[src/rtl/dm_arbiter_pkg.sv]
// Shared types and constants for the data-memory arbiter: FSM state
// encoding, funct3 size/sign codes and port indices.
package dm_arbiter_pkg;

  typedef enum logic [1:0] {
    IDLE   = 2'd0,
    ACCESS = 2'd1,
    RESP   = 2'd2
  } state_e;

  // Loads and stores share the funct3 encoding space.
  localparam logic [2:0] LB  = 3'b000;
  localparam logic [2:0] LH  = 3'b001;
  localparam logic [2:0] LW  = 3'b010;
  localparam logic [2:0] LBU = 3'b100;
  localparam logic [2:0] LHU = 3'b101;
  localparam logic [2:0] SB  = 3'b000;
  localparam logic [2:0] SH  = 3'b001;
  localparam logic [2:0] SW  = 3'b010;

  localparam logic PORT0 = 1'b0;
  localparam logic PORT1 = 1'b1;

endpackage

[src/rtl/dm_arbiter_pick2.sv]
// Two-way winner select. Round-robin on contention when DM_ARBITER_RR_EN
// is defined, otherwise port 0 has fixed priority.
module arb_pick2
  import dm_arbiter_pkg::*;
(
  input  logic [1:0] req,
`ifdef DM_ARBITER_RR_EN
  input  logic       last_grant,
`endif
  output logic       gnt_valid,
  output logic       gnt_port
);

  always_comb begin
    gnt_valid = |req;
    gnt_port  = PORT0;
    if (req == 2'b10) begin
      gnt_port = PORT1;
    end
`ifdef DM_ARBITER_RR_EN
    // Contention: hand the port to whoever was not granted last.
    else if (req == 2'b11) begin
      gnt_port = ~last_grant;
    end
`endif
  end

endmodule

[src/rtl/dm_arbiter.sv]
// Two-port arbiter/sequencer in front of dm_control: IDLE -> ACCESS -> RESP.
// Define DM_ARBITER_RR_EN for round-robin arbitration (default: port 0 priority).
module dm_arbiter
  import dm_arbiter_pkg::*;
#(
  parameter int AW = 32,
  parameter int DW = 32
) (
  input  logic          clk,
  input  logic          reset,
  input  logic          m0_req,
  input  logic          m0_we,
  input  logic [2:0]    m0_op,
  input  logic [AW-1:0] m0_addr,
  input  logic [DW-1:0] m0_wdata,
  output logic          m0_ack,
  output logic [DW-1:0] m0_rdata,
  input  logic          m1_req,
  input  logic          m1_we,
  input  logic [2:0]    m1_op,
  input  logic [AW-1:0] m1_addr,
  input  logic [DW-1:0] m1_wdata,
  output logic          m1_ack,
  output logic [DW-1:0] m1_rdata,
  output logic          dm_we,
  output logic [2:0]    dm_op,
  output logic [AW-1:0] dm_addr,
  output logic [DW-1:0] dm_wdata,
  input  logic [DW-1:0] dm_rdata,
  output logic          owner,
  output logic          busy
);

  typedef struct packed {
    logic          we;
    logic [2:0]    op;
    logic [AW-1:0] addr;
    logic [DW-1:0] wdata;
  } cmd_t;

  state_e        state_q, state_d;
  cmd_t          cmd_q, cmd_d;
  cmd_t          m0_cmd, m1_cmd;
  logic          owner_q, owner_d;
  logic [DW-1:0] m0_rdata_q, m0_rdata_d;
  logic [DW-1:0] m1_rdata_q, m1_rdata_d;
  logic          gnt_valid, gnt_port;
  logic          resp_live;

  assign m0_cmd = '{we: m0_we, op: m0_op, addr: m0_addr, wdata: m0_wdata};
  assign m1_cmd = '{we: m1_we, op: m1_op, addr: m1_addr, wdata: m1_wdata};

`ifdef DM_ARBITER_RR_EN
  logic last_grant_q, last_grant_d;

  arb_pick2 u_pick (
    .req        ({m1_req, m0_req}),
    .last_grant (last_grant_q),
    .gnt_valid  (gnt_valid),
    .gnt_port   (gnt_port)
  );
`else
  arb_pick2 u_pick (
    .req       ({m1_req, m0_req}),
    .gnt_valid (gnt_valid),
    .gnt_port  (gnt_port)
  );
`endif

  always_ff @(posedge clk) begin
    if (!reset) begin
      state_q    <= IDLE;
      cmd_q      <= '0;
      owner_q    <= PORT0;
      m0_rdata_q <= '0;
      m1_rdata_q <= '0;
`ifdef DM_ARBITER_RR_EN
      last_grant_q <= PORT1;
`endif
    end else begin
      state_q    <= state_d;
      cmd_q      <= cmd_d;
      owner_q    <= owner_d;
      m0_rdata_q <= m0_rdata_d;
      m1_rdata_q <= m1_rdata_d;
`ifdef DM_ARBITER_RR_EN
      last_grant_q <= last_grant_d;
`endif
    end
  end

  always_comb begin
    state_d = state_q;
    unique case (state_q)
      IDLE:    if (gnt_valid) state_d = ACCESS;
      ACCESS:  state_d = RESP;
      RESP:    state_d = IDLE;
      default: state_d = IDLE;
    endcase
  end

  always_comb begin
    cmd_d      = cmd_q;
    owner_d    = owner_q;
    m0_rdata_d = m0_rdata_q;
    m1_rdata_d = m1_rdata_q;
`ifdef DM_ARBITER_RR_EN
    last_grant_d = last_grant_q;
`endif
    if (state_q == IDLE && gnt_valid) begin
      owner_d = gnt_port;
      cmd_d   = (gnt_port == PORT1) ? m1_cmd : m0_cmd;
`ifdef DM_ARBITER_RR_EN
      last_grant_d = gnt_port;
`endif
    end
    if (state_q == RESP) begin
      if (owner_q == PORT1) m1_rdata_d = dm_rdata;
      else                  m0_rdata_d = dm_rdata;
    end
  end

  // A transaction being reset away in RESP must not release its requester.
  always_comb begin
    resp_live = (state_q == RESP) && reset;
    m0_ack    = resp_live && (owner_q == PORT0);
    m1_ack    = resp_live && (owner_q == PORT1);
    m0_rdata  = m0_ack ? dm_rdata : m0_rdata_q;
    m1_rdata  = m1_ack ? dm_rdata : m1_rdata_q;
    dm_we     = (state_q == ACCESS) && cmd_q.we;
    dm_op     = cmd_q.op;
    dm_addr   = cmd_q.addr;
    dm_wdata  = cmd_q.wdata;
    owner     = owner_q;
    busy      = (state_q != IDLE);
  end

endmodule

[config.mk]
export PLATFORM = sky130hd
export DESIGN_NAME = dm_arbiter
export DESIGN_NICKNAME = d
export VERILOG_FILES = /design/src/rtl/dm_arbiter_pkg.sv /design/src/rtl/dm_arbiter_pick2.sv /design/src/rtl/dm_arbiter.sv
export SDC_FILE = /design/constraint.sdc
export NUM_CORES = 1
export LEC_CHECK = 0
export CAP_MARGIN = 20
export CORE_ASPECT_RATIO = 2
export CORE_MARGIN = 5
export CORE_UTILIZATION = 41
export DETAILED_ROUTE_END_ITERATION = 7
export PLACE_DENSITY = 0.85
export SYNTH_ARGS = -nofsm -noshare
export SYNTH_HDL_FRONTEND = slang
export SYNTH_SLANG_ARGS = --single-unit
[constraint.sdc]
create_clock -name clk -period 2.2 [get_ports clk]
set_input_delay 0.22 -clock clk [delete_from_list [all_inputs] [get_ports clk]]
set_output_delay 0.22 -clock clk [all_outputs]
set_load 0.03 [all_outputs]
# --- After elaboration in Yosys (flattened, before gate mapping) ---
# Cells that the tools add are included.
totals:
  reg_bits: 135
  inputBits: 172
  output_inout_bits: 136
  word_cells: 29
op_classes:
  n_eq_ne: 4
  mux: 6
  bitwise: 1
  n_reduce_logical: 10
ops:
  columns: ["op", "n"]
  rows:
  - ["$mux W68", 1]
  - ["$mux W32", 2]
  - ["$logic_and A1 B1 Y1", 5]
  - ["$eq A2 B2 Y1 const B", 2]
  - ["$pmux W2 S2", 1]
  - ["$reduce_and A2 Y1", 2]
  - ["$eq A2 B1 Y1 const B", 1]
  - ["$logic_not A2 Y1", 1]
  - ["$mux W2", 1]
  - ["$ne A2 B2 Y1 const B", 1]
  - ["$reduce_bool A2 Y1", 1]
  - ["$reduce_or A2 Y1", 1]
  - ["$mux W1", 1]
  - ["$not A1 Y1", 1]

# --- Logic depth before layout (Yosys ltp) ---
depth:
  ltp_word: 4
  ltp_mapped: 6
  ltp_nobuf: 4

# --- By module ---
# A second synthesis with hierarchy kept.
hier_totals:
  hier_cells: 700
  hier_area_um2: 7303.3
by_module_without_submodules:
  columns: ["mod", "n_inst", "cells_each", "area_per_inst_um2", "seq_area_each_um2"]
  rows:
  - ["dm_arbiter", 1, 698, 7290.7, 2702.6]
  - ["arb_pick2", 1, 2, 12.5, 0.0]

# --- Least setup slack after synthesis ---
# No wires, ideal clock.
synth_path:
  path_type: "register to output"
  start: "register owner_q, in the netlist owner"
  end: "output port m1_rdata[14]"
  arrival_ps: 1642
  t_required_ps: 1980
  path_slack_ps: 338
  path_stages_with_launch: 5
  n_path_buf: 2
  path_cell_list: "dfxtp_1 and4_1 buf_2 buf_2 mux2_2"
synth_via:
  elab_chain_len: 2
synth_rtl:
  columns: ["item", "line_no", "text"]
  rows:
  - ["start, declared", "dm_arbiter.sv:44", "logic owner_q, owner_d;"]
  - ["start signal, assigned", "dm_arbiter.sv:83", "owner_q <= owner_d;"]
  - ["$logic_and A1 B1 Y1", "dm_arbiter.sv:127", "m1_ack = resp_live && (owner_q == PORT1);"]
  - ["$mux W32", "dm_arbiter.sv:129", "m1_rdata = m1_ack ? dm_rdata : m1_rdata_q;"]
  - ["end, declared", "dm_arbiter.sv:24", "output logic [DW-1:0] m1_rdata,"]
# No other way between the ends.

# --- Final worst setup path ---
layout_path:
  start: "register state_q[1]"
  end: "output port m1_rdata[21]"
layout_via:
  elab_chain_len: 4
layout_rtl:
  columns: ["item", "line_no", "text"]
  rows:
  - ["start, declared", "dm_arbiter.sv:41", "state_e state_q, state_d;"]
  - ["start signal, assigned", "dm_arbiter.sv:81", "state_q <= state_d;"]
  - ["$eq A2 B2 Y1", "dm_arbiter.sv:125", "resp_live = (state_q == RESP) && reset;"]
  - ["$logic_and A1 B1 Y1", "dm_arbiter.sv:125", null]
  - ["$logic_and A1 B1 Y1", "dm_arbiter.sv:127", null]
  - ["$mux W32", "dm_arbiter.sv:129", null]
# No other way between the ends.

==> impl_metrics.yaml <==
job:
  maxCapViolCount: 0
detailed_routing:
  first_iter_violations: 227
  num_vias: 6330
  dr.pass1.iters: 4
  postRouteAntennaNets: 0
  via_per_inst: 5.55
  wl_per_cell_um: 20.5
  drc_errors: 0
  wirelength_um: 23300
clocking:
  cts_buffer_depth: 2
  clk_latency_ns: 0.42
  cts_made_buffers: 17
  holdBufCountCts: 0
  cts_tree: "built"
  cts.reportedPaths.clkPinSlew_ns: 0.06
  cts.sinks: 135
  cts_max_level: 4
  root_buffer: "clkbuf_16"
yosys:
  muxShareOfSynthArea: 0.113
  synthCells: 687
  synth_edf_count: 0
  syn_area_mm2: 0.00635
  synth_compound_area_frac: 0.239
  seq_area_frac_synth: 0.425
  synth_top_cells_by_area: "dfxtp_1 43%, mux2_2 11%, a311oi_1 9.4%, a22o_1 8.8%, buf_4 8.3%"
  syn-num-nets: 859
  synth_warnings: 0
  yosys.area.top_type: "dfxtp_1"
  synthAdderAreaFrac: 0
  synth-main-ff-cell: "dfxtp_1"
  synthSimpleGateAreaFrac: 0.0924
  synth_top_area_share: 0.425
  avgSynthCellArea_um2: 9.25
  ys_types: 27
  synth-async-reset-ratio: 0
  synth_top_family_by_area: "compound AO/OA/AOI/OAI gates"
  ys_ff_latch: 135
  synth-xor-area-share: 0
critical_path:
  end_kind: "output port"
  path_class: "flop to output port"
  arrival_ns: 1.97
  r2r_cells: 6
  required_ns: 1.98
  r2r_slack_ns: 0.24
  crit_fanout: 12
  crit_path_start_kind: "flop"
floorplanning:
  fp-row-count: 64
  initial_core_util: 0.415
  fp.dieW_um: 98.0
  die_h_um: 186
  die_area_mm2: 0.0182
  io_pins: 308
  core_area_mm2: 0.0153
global_routing:
  grt_max_degree: 73
  grt_pass1_wl_um: 33900
  grtUsageTotal: 0.236
  grt_overflow: 0
  grt_pass1_vias: 6253
  antenna_found_initial: 0
pwr:
  max-vdd-ir-drop_mv: 0.535
  leakage_nw: 4.14
  swShare: 0.279
  p_int_w: 0.00560
  seq_power_share: 0.351
  power_frac_clock: 0.426
  power.density_mw_per_mm2: 774
  combPwrFrac: 0.224
  p_switching_w: 0.00216
layout:
  nFillCells: 1172
  final_util: 0.656
  num_antenna_cells: 0
  layoutNonFillerInstCount: 1140
  final_layout_size_suffix_gt1_frac: 0.235
  finalNetCount: 1101
  area_growth_syn_to_layout_pct: 57.8
place:
  gp_congestion: 0.847
  place_inst: 1088
  io_buffers: 307
  dp_hpwl_um: 15300
timing:
  period_needed_ns: 2.19
  hold_viol_final: 0
  clock.fmax_mhz: 457
  whs_ns: 0.368
  period_share: 0.994
  rsz0062_at_grt: "true"
  worst_slew_pin_slew_ns: 0.806
  final_max_slew_viol_count: 0
  setup_viol: 0
  slew-limit-headroom: 0.463
  clock_skew_ns: 0.00573
worst_hold_path:
  hold_path_class: "primary input to flop"
  holdPathStages: 3
run_status:
  outcome: "finished, final reports clean"
==> power groups by stage <==
stage | Clock, W | Combinational [W] | Sequential (W)
after floorplan | 0 | 0.00106 | 0.00274
after global placement | 0 | 0.00170 | 0.00276
after detailed placement | 0 | 0.00172 | 0.00277
after CTS | 0.00334 | 0.00172 | 0.00272
after global routing | 0.00344 | 0.00183 | 0.00274
final | 0.00330 | 0.00173 | 0.00272
==> repair_timing <==
item / in CTS / in global routing
cloned: 4 / 1
buffers inserted: 7 / 8
resized for setup: 259 / 36
setup endpoints to repair: 64 / 45
pin swaps: 2 / 0
==> cell families after synthesis <==
logic type	Yosys count
compound gates	204
simple gates	148
buf+inv	136
flops	135
mux	64
==> registers in the layout, indices dropped and copies added (netlist names) <==
name        cells
owner           1
dm_op           3
m0_rdata_q     32
dm_wdata       32
state_q         2
m1_rdata_q     32
cmd_q           1
dm_addr        32
==> cell usage after synthesis, types with 2 or more instances <==
cell,count
nand2_1,137
dfxtp_1,135
buf_4,70
a21oi_1,69
a311oi_1,68
a22o_1,64
mux2_2,61
buf_2,32
clkbuf_1,27
mux2_1,3
inv_1,2
inv_2,2
nor2_2,2
nor3_1,2
==> stage by stage <==
step                area (um2)  setup TNS (ns)  power (W)  worst slack (ns)
floorplan                 6350               0    0.00380             0.338
global placement          9160          -11.62    0.00447            -0.281
detailed placement        9160          -12.89    0.00449            -0.312
CTS                       9910          -0.132    0.00778           -0.0435
global route             10000          -0.756    0.00801           -0.0514
finish                   10000               0    0.00776            0.0139
==> worst paths after layout <==
path	from	to
worst min register to register	m1_rdata_q[28]$_SDFFE_PN0P_	m1_rdata_q[28]$_SDFFE_PN0P_
worst max register to register	state_q[1]$_SDFFE_PN0P_	dm_addr[14]$_SDFFE_PN0P_
worst min-delay path	m1_addr[16]	dm_addr[16]$_SDFFE_PN0P_
worst max-delay path	state_q[1]$_SDFFE_PN0P_	m1_rdata[21]
==> worst max-delay path, cell delays in order, from the launching register on <==
cell and delay [ns]:
dfxtp_2 0.34, buf_6 0.10, and4_4 0.28, bufbuf_16 0.30
mux2_2 0.33, buf_2 0.18
==> routing by layer <==
| layer | up-vias | wire length [um] | GRT usage |
|---|---|---|---|
| met5 | - | 0 | 0 |
| met4 | 0 | 1050 | 0.116 |
| met3 | 75 | 1820 | 0.0664 |
| met2 | 341 | 12300 | 0.425 |
| met1 | 2986 | 8120 | 0.249 |
| li1 | 2928 | - | - |
==> final cells by class <==
class	instances	area, um2	share of cell area
timing repair buffer	355	3480	0.347
multi-input combinational	416	2890	0.288
sequential	135	2710	0.270
clock buffer	22	494	0.0493
tap	198	248	0.0247
clock inverter	10	190	0.0190
inverter	4	15.0	0.00150
==> placed cells by master, fill, tap and decap left out, types with 4 or more instances in the layout <==
master             n
nand2_1          137
mux2_4             4
a311oi_1          68
buf_4             39
bufinv_16          5
clkbuf_8           5
clkdlybuf4s15_2    5
a22o_1            64
buf_6             14
dfxtp_1          132
clkbuf_16         18
buf_12             8
mux2_2            57
clkdlybuf4s50_1  240
a21oi_1           69
bufbuf_16          4
buf_2             39
(Power assumes the default switching activity.)
